$ cat src/rtl/addend_collector.sv
`default_nettype none
// ============================================================================
//  Module      : addend_collector
//  Description : Serial-to-packed front end for the adder tree. Accepts one
//                signed addend per cycle on a valid/ready stream, packs up to
//                LENGTH addends little-endian into one vector and keeps a
//                running signed sum. Packed vector, sum and beat count are
//                presented together as one frame on a valid/ready output.
//  Ports       : clk, rst_n              - clock, async active-low reset
//                in_valid/in_ready       - input beat handshake
//                in_data, in_last        - signed addend, early frame close
//                out_valid/out_ready     - output frame handshake
//                out_addends             - packed slots, slot k at [k*DW +: DW]
//                out_sum                 - signed sum of all slots
//                out_count               - beats in the frame (1..LENGTH)
//  Revision    : 1.0 - initial release
// ============================================================================
module addend_collector #(
    parameter int DATA_WIDTH = 32,
    parameter int LENGTH     = 8,
    parameter int OUT_WIDTH  = DATA_WIDTH + $clog2(LENGTH)
) (
    input  logic                         clk,
    input  logic                         rst_n,
    input  logic                         in_valid,
    output logic                         in_ready,
    input  logic [DATA_WIDTH-1:0]        in_data,
    input  logic                         in_last,
    output logic                         out_valid,
    input  logic                         out_ready,
    output logic [LENGTH*DATA_WIDTH-1:0] out_addends,
    output logic [OUT_WIDTH-1:0]         out_sum,
    output logic [$clog2(LENGTH+1)-1:0]  out_count
);

    localparam int         c_cnt_w   = $clog2(LENGTH + 1);
    localparam logic [0:0] c_collect = 1'b0;
    localparam logic [0:0] c_hold    = 1'b1;

    logic [0:0]                   state_q,  state_d;
    logic [LENGTH*DATA_WIDTH-1:0] slots_q,  slots_d;
    logic signed [OUT_WIDTH-1:0]  acc_q,    acc_d;
    logic [c_cnt_w-1:0]           idx_q,    idx_d;

    logic                         w_accept;
    logic signed [OUT_WIDTH-1:0]  w_ext;

    // in_ready depends only on state and out_ready, never on in_valid.
    assign w_accept = in_valid && in_ready;
    assign w_ext    = OUT_WIDTH'($signed(in_data));

    // ------------------------------------------------------------------
    // State register
    // ------------------------------------------------------------------
    always_ff @(posedge clk or negedge rst_n) begin
        if (!rst_n) begin
            state_q <= c_collect;
            slots_q <= '0;
            acc_q   <= '0;
            idx_q   <= '0;
        end else begin
            state_q <= state_d;
            slots_q <= slots_d;
            acc_q   <= acc_d;
            idx_q   <= idx_d;
        end
    end

    // ------------------------------------------------------------------
    // Next-state logic
    // ------------------------------------------------------------------
    always_comb begin
        state_d = state_q;
        slots_d = slots_q;
        acc_d   = acc_q;
        idx_d   = idx_q;
        case (state_q)
            c_collect: begin
                if (w_accept) begin
                    for (int k = 0; k < LENGTH; k++) begin
                        if (idx_q == c_cnt_w'(k)) begin
                            slots_d[k*DATA_WIDTH +: DATA_WIDTH] = in_data;
                        end
                    end
                    acc_d = acc_q + w_ext;
                    idx_d = idx_q + c_cnt_w'(1);
                    if ((idx_q == c_cnt_w'(LENGTH - 1)) || in_last) begin
                        state_d = c_hold;
                    end
                end
            end
            default: begin
                // Handoff. Clearing all slots keeps unused slots of an
                // early-closed frame at zero, so the sum matches the slots.
                if (out_ready) begin
                    slots_d = '0;
                    acc_d   = '0;
                    idx_d   = '0;
                    state_d = c_collect;
                    // A beat arriving on the handoff cycle opens the next frame.
                    if (w_accept) begin
                        slots_d[DATA_WIDTH-1:0] = in_data;
                        acc_d   = w_ext;
                        idx_d   = c_cnt_w'(1);
                        if ((LENGTH == 1) || in_last) begin
                            state_d = c_hold;
                        end
                    end
                end
            end
        endcase
    end

    // ------------------------------------------------------------------
    // Output logic
    // ------------------------------------------------------------------
    always_comb begin
        out_valid   = (state_q == c_hold);
        in_ready    = (state_q == c_collect) || out_ready;
        out_addends = slots_q;
        out_sum     = acc_q;
        out_count   = idx_q;
    end

endmodule
`default_nettype wire

$ cat config.mk
export PLATFORM = sky130hd
export DESIGN_NAME = addend_collector
export DESIGN_NICKNAME = d
export VERILOG_FILES = /design/src/rtl/addend_collector.sv
export SDC_FILE = /design/constraint.sdc
export NUM_CORES = 1
export LEC_CHECK = 0
export ABC_AREA = 1
export ABC_CLOCK_PERIOD_IN_PS = 3700
export CORE_MARGIN = 1.5
export CORE_UTILIZATION = 54
export DETAILED_ROUTE_END_ITERATION = 12
export GPL_TIMING_DRIVEN = 0
export HOLD_SLACK_MARGIN = 0.02
export PLACE_DENSITY_LB_ADDON = 0.25
export SLEW_MARGIN = 20
export SYNTH_ARGS = -nofsm -noshare
export SYNTH_HDL_FRONTEND = slang
export SYNTH_SLANG_ARGS = --single-unit
$ cat constraint.sdc
create_clock -name clk -period 3.7 [get_ports clk]
set_input_delay 0.555 -clock clk [delete_from_list [all_inputs] [get_ports clk]]
set_output_delay 0.555 -clock clk [all_outputs]
set_load 0.005 [all_outputs]
# After elaboration in Yosys (flattened, before gate mapping)
# Cells that the tools add are included.
# word_totals
ff_bits	296
in_bits	37
# classes
addsub	2
eq_ne	8
n_mux	26
bitwise_logic	1
reduce_logical	22
# ops
cell	n
two-way mux 256 bit	3
two-way mux 32 bit	9
two-way mux 35 bit	4
adder 35 x 32 -> 35 bit	1
AND reduction 3 bit	8
nonzero test 2 bit	9
== test 4 x 3 -> 1 bit, second input constant	4
two-way mux 4 bit	3
== test 4 x 2 -> 1 bit, second input constant	2
two-way mux 1 bit	7
adder 4 x 1 -> 4 bit, second input constant	1
== test 4 x 1 -> 1 bit, second input constant	1
logical NOT 4 bit	1
logical OR 1 bit	2
!= test 2 bit, second input constant	1
AND reduction 2 bit	1
logical AND 1 bit	1
NOT 1 bit	1

# Logic depth before layout (Yosys ltp)
# Gate-level depths: netlist (run 1).
# logic_depth
depth_word	6
depth_mapped	15

# Worst setup path after synthesis (run 1)
# OpenSTA, ideal clock, no wires.
# synth_path
kind	input to register
start	input port in_data[0]
end	register acc_q[28] (netlist: out_sum[28])
t_arrival_ns	2.052
required_ns	3.623
path_slack_ns	1.571
stages	14
n_path_buf	0
path_cell_list	ha_1 inv_1 fa_1 inv_1 nand3_1 nand2_1 nand2_1 nand2_1 nand2_1 nand2_1 nand3_1 nand3_1 nand3_1 a21oi_1
# synth_via
elab_chain_len	3
# synth_rtl
element	line_no	rtl
start: declaration	27	input logic [DATA_WIDTH-1:0] in_data,
adder 35 x 32 -> 35 bit	85	acc_d = acc_q + w_ext;
two-way mux 35 bit	79	if (w_accept) begin
two-way mux 35 bit	77	case (state_q)
end signal: assignment	59	acc_q <= '0;
end signal: assignment	64	acc_q <= acc_d;
end: declaration	42	logic signed [OUT_WIDTH-1:0] acc_q, acc_d;
# Every way passes these cells. The select of a mux whose other input is x is not followed.
# A chain may end at the register's enable or synchronous reset.

# Worst setup path after layout (run 1)
# layout_path
start	register state_q (netlist: out_valid)
end	output port in_ready
# layout_via
elab_chain_len	2
# layout_rtl
element	line_no	rtl
start: declaration	40	logic [0:0] state_q, state_d;
start signal: assignment	57	state_q <= c_collect;
start signal: assignment	62	state_q <= state_d;
NOT 1 bit	--	
logical OR 1 bit	119	in_ready = (state_q == c_collect) || out_ready;
end: declaration	26	output logic in_ready,
# Every way passes these cells.

==> summary.md, run 1 <==
| Metric | Value |
|---|---|
| Clock transition at path regs | `roughly 0.070 ns` |
| Compound-Gate Fraction of Synth Area | `0.0850` |
| Largest cells by area after synthesis | `dfrtp_1, mux2_2, nand2_1` |
| Power Density | `720 mW/mm^2` |
| Initial Util | `0.548` |
| Vias per cell | `5.48` |
| Mux cell area share after synthesis | `0.113` |
| WP data required | `3.14 ns` |
| Post-cts resize count | `0` |
| Leakage power | `9.15 nW` |
| Tcrit/Tclk final | `0.747` |
| Top-Level Pins | `roughly 330` |
| VDD IR-drop max | `508 uV` |
| Internal power | `9.02 mW` |
| Final core utilization | `0.738` |
| First-pass GRT wire length | `approximately 70 mm` |
| Fmax | `around 360 MHz` |
| Root buffer cell | `clkbuf_16` |
| Most instantiated library cell after synthesis | `nand2_1` |
| DRC | `0` |
| Worst-margin pin slew | `0.814 ns` |
| Final setup fails | `0` |
| RSZ-0062 raised after global routing | `no` |
| Synth area leader | `dfrtp_1` |
| Hpwl dp | `34.8 mm` |
| Ys Warns | `0` |
| Async S/R FF share, synth | `1.00` |
| Switch share | `0.346` |
| Flop2flop setup slack | `~1.2 ns` |
| Finished Layout Cells | `2,281` |
| Hold Crit Class | `primary input to asynchronous set/reset pin` |
| Setup total negative slack | `0 ns` |
| Slowest stage delay, CP | `0.50 ns` |
| FILL cells | `1,864` |
| R2R depth | `14` |
| NumNets Final | `1,998` |
| CTS tree | `built` |
| CP cell instances | `buf_4, inv_1, or2_2, clkdlybuf4s50_1` |
| Syn_nets | `1,628` |
| CP Capture Type | `primary output` |
| Crit-path max FO | `10` |
| Post-Syn Area | `0.0142 mm^2` |
| Adder-Cell Fraction of Synth Area | `0.0349` |
| Worst path buffer plus inverter count | `3` |
| Clk_lat worst skew | `0.58 ns` |
| Comb pwr share | `0.410` |
| Syn Inst Count | `1,552` |
| Distinct cell type count after synthesis | `35` |
| Final Cell Area | `0.0191 mm^2` |
| Delay-heaviest family, CP | `buffers and inverters` |
| Reg2reg end | `out_sum[32]` |
| Post-synth top cells | `nand2_1, dfrtp_1, nor2_1, mux2_2, inv_1` |
| Initial drt markers | `999` |
| Number of synthesized register bits | `296` |
| Largest net degree at the start of global routing | `about 100` |
| Status | `finished, final reports clean` |
| GP Congestion | `0.981` |
| Worst rel slew slack | `0.457` |
| Worst setup margin | `0.936 ns` |
| Final Hold Viols | `0` |
| Sequential share of the synthesized area | `0.522` |
| Most used flip-flop cell after synthesis | `dfrtp_1` |
| Sw power | `4.76 mW` |
| Seq pwr share | `0.350` |
| Die Wd | `165 um` |
| Layout cell share with drive strength beyond 1 | `0.129` |
| Die area | `0.0273 mm^2` |
| Overall power | `~14 mW` |
| Final max-slew violation count | `0` |
| GRT overflow | `0` |
| Tmin final | `2.76 ns` |
| Placed cell count | `2,223` |
| Yosys top cell area share | `0.522` |
| Initial antenna violation count | `0` |
| Area post-placement | `roughly 0.018 mm^2` |
| Startpoint type of the worst setup path | `flip-flop` |
| Avg Inst Size Synth | `9.14 um^2` |
| Chip Height | `about 170 um` |
| Slowest CP cell | `clkdlybuf4s50_1` |
| CORE AREA | `0.0259 mm^2` |
| Total GRT Usage | `0.337` |
| Post-synth EDFFs | `0` |
| Pre-Repair DR Iteration Count | `5` |
| Crit path depth | `4` |
| CP arrival | `~2.2 ns` |
| Max Cap Viol | `0` |
| TritonCTS buffer count | `31` |
| WL/cell | `20.3 um` |
| Port-buffer cells | `around 330` |
| Hold Slack | `around 0.39 ns` |
| Clk sinks | `296` |
| Area Growth Syn to Fin | `34.8%` |
| Simple-gate share of the synthesized area | `0.184` |
| Final Skew | `0.0158 ns` |
| Vias | `12,500` |
| CTS max path bufs | `3` |
| Vias in the first global route | `12,400` |
| DRT antenna net count | `0` |
| Post-Place Worst Slack | `between 0.4 and 0.5 ns` |
| RR Startpoint | `out_sum[0]` |
| WS Path Type | `flip-flop to primary output` |
| CP startpoint | `out_valid` |
| Largest family of logic cells by synthesized area | `simple AND/OR/NAND/NOR gates` |
| Clk pwr share | `0.240` |
| Synth Area in XOR/XNOR | `0.00185` |
| H-tree levels | `1` |
| Diodes inserted | `0` |
| Row count | `59` |
| Total routed wirelength | `between 40 and 50 mm` |
## worst max path at each step
stage,endpoint,slack [ns]
2_1_floorplan,out_sum[28],1.57
3_3_place_gp,out_addends[93],-10.48
3_5_place_dp,out_sum[32],0.48
4_1_cts,in_ready,0.95
5_1_grt,out_sum[32],0.79
6_report,in_ready,0.94
## repair_timing
item                      4_1_cts  5_1_grt
hold buffers                    1        0
buffers inserted                0        0
hold endpoints to repair       14        0
## cell families (layout without fill, tap and decap cells)
logic type | count (synthesis) | count (layout)
muxes | 142 | 142
and+or+nand+nor | 643 | 643
adders and majority gates | 39 | 39
buffers and inverters | 198 | 592
AOI/OAI and AO/OA | 231 | 231
xor gates and xnor gates | 3 | 3
DFF | 296 | 296
## cell usage in the layout (no fill, tap or decap), types with 3 or more instances in the layout
cell and n:
clkbuf_8 6, a21oi_1 138, clkdlybuf4s50_1 332, mux2_2 140, clkinv_2 6, ha_1 38, buf_6 6, nand2_2 4
or2_2 5, bufinv_16 4, inv_1 139, buf_16 3, o21bai_1 4, nand2_1 356, clkbuf_16 31, buf_1 10
nor3_1 8, dfrtp_1 296, nor2_1 182, buf_2 22, o21ai_0 82, buf_4 8, nand3b_1 6, nand4_1 7
nand3_1 69, clkbuf_1 15
## final cells by class
class	instances	area, um^2	share of cell area
clock buffer	41	873	0.0457
buffer	57	317	0.0165
sequential	296	7410	0.387
inverter	141	529	0.0277
timing repair buffer	337	3430	0.179
tap	335	419	0.0219
multi-input combinational	1058	5940	0.310
clock inverter	16	215	0.0112
## registers in the layout, indices dropped and copies added, names as in the netlist
register     flops
out_valid        1
out_addends    256
out_count        4
out_sum         35
## layer usage
metal,up-vias,GRT usage,wire (um)
li1,5798,-,-
met1,6058,0.418,18100
met2,528,0.566,22300
met3,120,0.0757,3780
met4,0,0.147,2110
met5,-,0,0
## power groups by stage
stage	combinational [mW]	sequential [mW]	clock, mW
2_1_floorplan	2.53	4.82	0
3_3_place_gp	5.48	4.81	0
3_5_place_dp	5.59	4.85	0
4_1_cts	5.65	4.81	3.33
5_1_grt	6.17	4.92	3.46
6_report	5.65	4.82	3.30
Note: power is estimated with default switching activity, not from simulation.
==> inputs of run 2 (changes only) <==
ABC_CLOCK_PERIOD_IN_PS = 2600   (was 3700)
CORE_UTILIZATION = 51   (was 54)
clock period = 2.6 ns   (was 3.7 ns; I/O delays follow)
==> run 2 against run 1 <==
  * Global-route usage fell by 1.2 points
  * Clock-buffer cell count did not move
  * Utilization fell by 3.0 points
  * Combinational power rose by 43%
  * Critical endpoint unchanged
==> summary.md, run 2 (same netlist as run 1, synthesis figures left out) <==
| Metric | Value |
|---|---|
| Placed cell count | `2,260 (+1.7%)` |
| Diodes inserted | `0 (unchanged)` |
| First-pass GRT wire length | `71.1 mm (+1.6%)` |
| Slowest stage delay, CP | `0.50 ns (about the same)` |
| TritonCTS buffer count | `30 (-3.2%)` |
| Startpoint type of the worst setup path | `flip-flop` |
| Hpwl dp | `36.0 mm (+3.3%)` |
| Total GRT Usage | `0.325 (-0.0123)` |
| Max Cap Viol | `0 (unchanged)` |
| DRT antenna net count | `0 (unchanged)` |
| Worst rel slew slack | `0.443 (-0.0147)` |
| GRT overflow | `0 (unchanged)` |
| Root buffer cell | `clkbuf_16` |
| Commonest non-fill, non-tap cell in the layout | `nand2_1` |
| Vias | `12,300 (-1.5%)` |
| Tcrit/Tclk final | `0.962` |
| WP data required | `2.21 ns (-0.93 ns)` |
| CTS tree | `built` |
| CP cell instances | `buf_6, inv_1, or2_2, clkdlybuf4s50_1` |
| Worst-margin pin slew | `0.833 ns (+0.0190 ns)` |
| RSZ-0062 raised after global routing | `no` |
| Final core utilization | `0.708 (-0.0300)` |
| CP Capture Type | `primary output` |
| Most frequent cells in the layout | `nand2_1, clkdlybuf4s50_1, dfrtp_1` |
| CORE AREA | `0.0271 mm^2 (+4.6%)` |
| Leakage power | `9.16 nW (about the same)` |
| Hold Slack | `0.291 ns (-0.102 ns)` |
| Fmax | `~400 MHz` |
| Delay-heaviest family, CP | `buffers and inverters` |
| Vias in the first global route | `12,200 (-0.96%)` |
| Max FFs per register | `256 (unchanged)` |
| NumNets Final | `1,997 (-0.050%)` |
| Clk sinks | `296 (unchanged)` |
| DRC | `0 (unchanged)` |
| Worst path buffer plus inverter count | `3 (unchanged)` |
| Total routed wirelength | `47.0 mm (+1.4%)` |
| Tmin final | `2.50 ns` |
| Chip Height | `170 um (+2.8%)` |
| Crit-path max FO | `10 (unchanged)` |
| CP arrival | `2.11 ns (-0.10 ns)` |
| Setup Fix Bufs, Post-CTS | `0 (unchanged)` |
| Pre-Repair DR Iteration Count | `7 (+2)` |
| CTS max path bufs | `3 (unchanged)` |
| Finished Layout Cells | `2,315 (+1.5%)` |
| Die Wd | `170 um (+2.8%)` |
| Initial Util | `0.524 (-0.0240)` |
| Initial drt markers | `901 (-9.8%)` |
| H-tree levels | `1 (unchanged)` |
| Power Density | `1030 mW/mm^2 (+43%)` |
| Post-Place Worst Slack | `-0.463 ns (-0.941 ns)` |
| Status | `finished, final reports clean` |
| Final Cell Area | `0.0192 mm^2 (+0.35%)` |
| Final Hold Viols | `0 (unchanged)` |
| Final Skew | `0.0144 ns (-0.00134 ns)` |
| Layout cell share with drive strength beyond 1 | `0.129 (-0.000316)` |
| Initial antenna violation count | `0 (unchanged)` |
| Vias per cell | `5.32 (-2.9%)` |
| Hold Crit Class | `primary input to asynchronous set/reset pin` |
| Flop2flop setup slack | `0.19 ns (-1.01 ns)` |
| Slowest CP cell | `clkdlybuf4s50_1` |
| Clock transition at path regs | `0.06 ns (about the same)` |
| Final setup fails | `0 (unchanged)` |
| Final max-slew violation count | `0 (unchanged)` |
| Area Growth Syn to Fin | `35.3%` |
| Port-buffer cells | `333 (unchanged)` |
| Clk_lat worst skew | `0.57 ns (about the same)` |
| WS Path Type | `flip-flop to primary output` |
| FILL cells | `2,104 (+13%)` |
| Row count | `60 (+1.7%)` |
| Largest net degree at the start of global routing | `101 (-2.9%)` |
| VDD IR-drop max | `702 uV (+38%)` |
| Top-Level Pins | `334 (unchanged)` |
| Area post-placement | `0.0181 mm^2 (+0.26%)` |
| Worst setup margin | `0.0997 ns (-0.836 ns)` |
| Die area | `0.0288 mm^2 (+5.8%)` |
| GP Congestion | `0.928 (-5.4%)` |
| WL/cell | `20.3 um (about the same)` |
[run 2: stage by stage]
step | TNS, ns | total power [mW]
floorplan | 0 | 10.5
global placement | -3413.64 | 14.7
detailed placement | -3.51 | 14.9
CTS | 0 | 19.8
global route | 0 | 20.8
finish | 0 | 19.7
[run 2: final timing paths]
| path | startpoint | to | depth (start not counted) |
|---|---|---|---|
| worst max-delay path | out_valid | in_ready | 4 |
| worst min-delay path | rst_n | out_addends[101] | 2 |
| worst max register to register | out_sum[0] | out_sum[32] | 14 |
| worst min register to register | out_addends[180] | out_addends[180] | 2 |
| max in group asynchronous | rst_n | out_addends[87] | 5 |
| min in group clk | in_last | out_valid | 3 |
[run 2: final cells by class]
cell class	instances	area, um^2	area share
sequential	296	7410	0.386
multi-input combinational	1058	5940	0.309
timing repair buffer	337	3430	0.179
clock buffer	41	862	0.0449
inverter	141	529	0.0276
tap	372	465	0.0242
buffer	57	320	0.0167
clock inverter	13	240	0.0125
[run 2: power breakdown]
group          leakage [nW]  internal [mW]  switching (mW)
Combinational          4.91           4.11            3.96
Sequential             3.70           5.95           0.912
Clock                 0.544           2.91            1.89
Total                  9.16           13.0            6.76
[run 2: routing by layer]
metal	part of all wire	GRT usage	vias up
met2	0.48	0.556	433
met1	0.41	0.404	6004
met5	0	0	-
met3	0.074	0.0730	76
li1	-	-	5806
met4	0.036	0.117	0
[run 2: repair_timing]
item | 4_1_cts | 5_1_grt
resized for setup | 0 | 3
hold endpoints to repair | 38 | 0
hold buffers | 1 | 0
setup endpoints to repair | 0 | 4
==> inputs of run 3 (changes only) <==
--- a/config.mk
+++ b/config.mk
@@ -7,7 +7,8 @@
 export LEC_CHECK = 0
 export ABC_AREA = 1
-export ABC_CLOCK_PERIOD_IN_PS = 2600
+export ABC_CLOCK_PERIOD_IN_PS = 3100
+export CORE_ASPECT_RATIO = 0.8
 export CORE_MARGIN = 1.5
-export CORE_UTILIZATION = 51
+export CORE_UTILIZATION = 54
 export DETAILED_ROUTE_END_ITERATION = 12
 export GPL_TIMING_DRIVEN = 0
==> constraint.sdc (replaced) <==
create_clock -name clk -period 3.1 [get_ports clk]
set_input_delay 0.465 -clock clk [delete_from_list [all_inputs] [get_ports clk]]
set_output_delay 0.465 -clock clk [all_outputs]
set_load 0.05 [all_outputs]
==> run 3 against run 2 <==
  * First-iteration DRC count grew 9.9%
  * Clock skew down 0.0015 ns
  * Clock-buffer cell count fell by 1
  * Sequential power fell by 16%
  * Combinational power up 35%
  * Final area is 1.0% lower
  * Clock power fell by 27%
  * Final cell count fell by 0.95%
  * Register-to-register slack better by 0.13 ns
  * Worst hold slack improved by 0.14 ns
==> summary.md, run 3 (same netlist as run 1, synthesis figures left out) <==
| Metric | Value |
|---|---|
| Pre-Repair DR Iteration Count | `7 (unchanged)` |
| Largest net degree at the start of global routing | `99 (-2.0%)` |
| Hpwl dp | `37.6 mm (+4.5%)` |
| CP Capture Point | `out_sum[28]` |
| Die Wd | `184 um (+8.5%)` |
| GRT overflow | `0 (unchanged)` |
| Die area | `0.0273 mm^2 (-5.4%)` |
| Root buffer cell | `clkbuf_16` |
| Worst rel slew slack | `0.315 (-0.127)` |
| Post-Place Worst Slack | `-0.360 ns (+0.102 ns)` |
| Final setup fails | `0 (unchanged)` |
| Initial drt markers | `990 (+9.9%)` |
| Vias | `13,000 (+5.1%)` |
| CP startpoint | `in_data[0]` |
| CORE AREA | `0.0256 mm^2 (-5.7%)` |
| Fmax | `332 MHz` |
| VDD IR-drop max | `842 uV (+20%)` |
| DRC | `0 (unchanged)` |
| Chip Height | `148 um (-13%)` |
| WP data required | `3.57 ns (+1.36 ns)` |
| Most frequent cells in the layout | `nand2_1, clkdlybuf4s50_1, dfrtp_1` |
| CP Capture Type | `flip-flop` |
| Setup total negative slack | `0 ns (unchanged)` |
| Placed cell count | `2,239 (-0.93%)` |
| Area of the multi-input gates | `0.00594 mm^2 (about the same)` |
| Top-Level Pins | `334 (unchanged)` |
| NumNets Final | `1,996 (-0.050%)` |
| FILL cells | `1,863 (-11%)` |
| Vias in the first global route | `12,900 (+5.1%)` |
| Initial Util | `0.555 (+0.0314)` |
| Power Density | `1060 mW/mm^2 (+3.3%)` |
| Row count | `52 (-13%)` |
| Finished Layout Cells | `2,293 (-0.95%)` |
| Initial antenna violation count | `0 (unchanged)` |
| CTS max path bufs | `3 (unchanged)` |
| CP arrival | `3.48 ns (+1.37 ns)` |
| Total GRT Usage | `0.369 (+0.0435)` |
| Total routed wirelength | `50.4 mm (+7.4%)` |
| Flop2flop setup slack | `0.32 ns (+0.13 ns)` |
| Clock transition at path regs | `0.06 ns (about the same)` |
| Tmin final | `3.01 ns` |
| Max FFs per register | `256 (unchanged)` |
| Status | `finished, final reports clean` |
| Clk sinks | `296 (unchanged)` |
| Register area | `0.00741 mm^2 (unchanged)` |
| Layout cell share with drive strength beyond 1 | `0.126 (-0.00302)` |
| Worst setup margin | `0.0900 ns (-0.00967 ns)` |
| Diodes inserted | `0 (unchanged)` |
| Hold Crit Class | `primary input to asynchronous set/reset pin` |
| Leakage power | `9.08 nW (-0.88%)` |
| Setup Fix Bufs, Post-CTS | `0 (unchanged)` |
| Hold Slack | `0.429 ns (+0.138 ns)` |
| RR Startpoint | `out_sum[0]` |
| R2R depth | `14 (unchanged)` |
| H-tree levels | `1 (unchanged)` |
| DRT antenna net count | `0 (unchanged)` |
| Worst-margin pin slew | `1.02 ns (+0.190 ns)` |
| GP Congestion | `0.994 (+7.2%)` |
| WL/cell | `22.0 um (+8.5%)` |
| Max Cap Viol | `0 (unchanged)` |
| Clk_lat worst skew | `0.55 ns (-0.02 ns)` |
| Commonest non-fill, non-tap cell in the layout | `nand2_1` |
| CTS tree | `built` |
| Final Hold Viols | `0 (unchanged)` |
| Reg2reg end | `out_sum[28]` |
| Startpoint type of the worst setup path | `primary input` |
| RSZ-0062 raised after global routing | `no` |
| First-pass GRT wire length | `75.6 mm (+6.3%)` |
| Tcrit/Tclk final | `0.971` |
| WS Path Type | `primary input to flip-flop` |
| Final max-slew violation count | `0 (unchanged)` |
| Overall power | `20.2 mW (+2.3%)` |
| Final Cell Area | `0.0190 mm^2 (-1.0%)` |
| Final Skew | `0.0130 ns (-0.00146 ns)` |
| TritonCTS buffer count | `29 (-3.3%)` |
| Crit-path max FO | `6 (-4)` |
| Port-buffer cells | `333 (unchanged)` |
| Area post-placement | `0.0181 mm^2 (-0.14%)` |
| Vias per cell | `5.65 (+6.1%)` |
| Area Growth Syn to Fin | `33.9%` |
| Final core utilization | `0.743 (+0.0346)` |
run 3: cell count changes in the layout (fill, tap and decap cells not counted), moves of 2 or more:
cell       previous run  this run
clkbuf_1             15        18
clkinv_4              0         2
bufinv_16             6         2
clkbuf_8              7         4
run 3: per-layer routing:
metal | vias to the layer above | part of all wire | GRT usage
met4 | 0 | 0.041 | 0.151
met5 | - | 0 | 0
li1 | 5794 | - | -
met2 | 642 | 0.46 | 0.589
met3 | 132 | 0.090 | 0.0823
met1 | 6383 | 0.41 | 0.489
run 3: report_power, final:
part	internal, mW	total (mW)	switching [mW]	leakage, nW
registers	4.99	5.79	0.800	3.70
logic	3.44	10.9	7.42	4.91
clock network	1.99	3.52	1.53	0.463
run 3: final cells by class:
class / count / area share
Buffer: 57 / 0.0167
Multi-Input combinational cell: 1058 / 0.313
Inverter: 141 / 0.0279
Clock inverter: 13 / 0.00678
Sequential cell: 296 / 0.390
Timing Repair Buffer: 337 / 0.181
Clock buffer: 40 / 0.0425
Tap cell: 351 / 0.0231
run 3: worst min path at each step:
stage                      from               end  slack (ns)  depth (start not counted)
4_1_cts                   rst_n        out_sum[9]        0.45                          2
6_report                  rst_n        out_sum[7]        0.43                          2
3_5_place_dp              rst_n        out_sum[9]        0.42                          1
5_1_grt                   rst_n        out_sum[9]        0.49                          2
3_3_place_gp   out_addends[221]  out_addends[221]        0.45                          2
2_1_floorplan             rst_n    out_addends[0]        0.17                          0
run 3: critical path, cell delays in order:
cell and delay (ns):
clkdlybuf4s50_1 0.64, ha_1 0.31, inv_1 0.09, fa_1 0.38, inv_1 0.18, nand3_1 0.09, nand2_1 0.16, nand2_1 0.07
nand2_1 0.21, nand2_1 0.09, nand2_1 0.15, nand3_1 0.22, nand3_1 0.15, nand3_1 0.11, a21oi_1 0.16
run 3: timing repair:
| action | 4_1_cts | 5_1_grt |
|---|---|---|
| endpoints found under the setup margin | 0 | 0 |
| hold buffers | 1 | 0 |
| gates resized for setup | 0 | 0 |
| hold endpoints to repair | 52 | 0 |
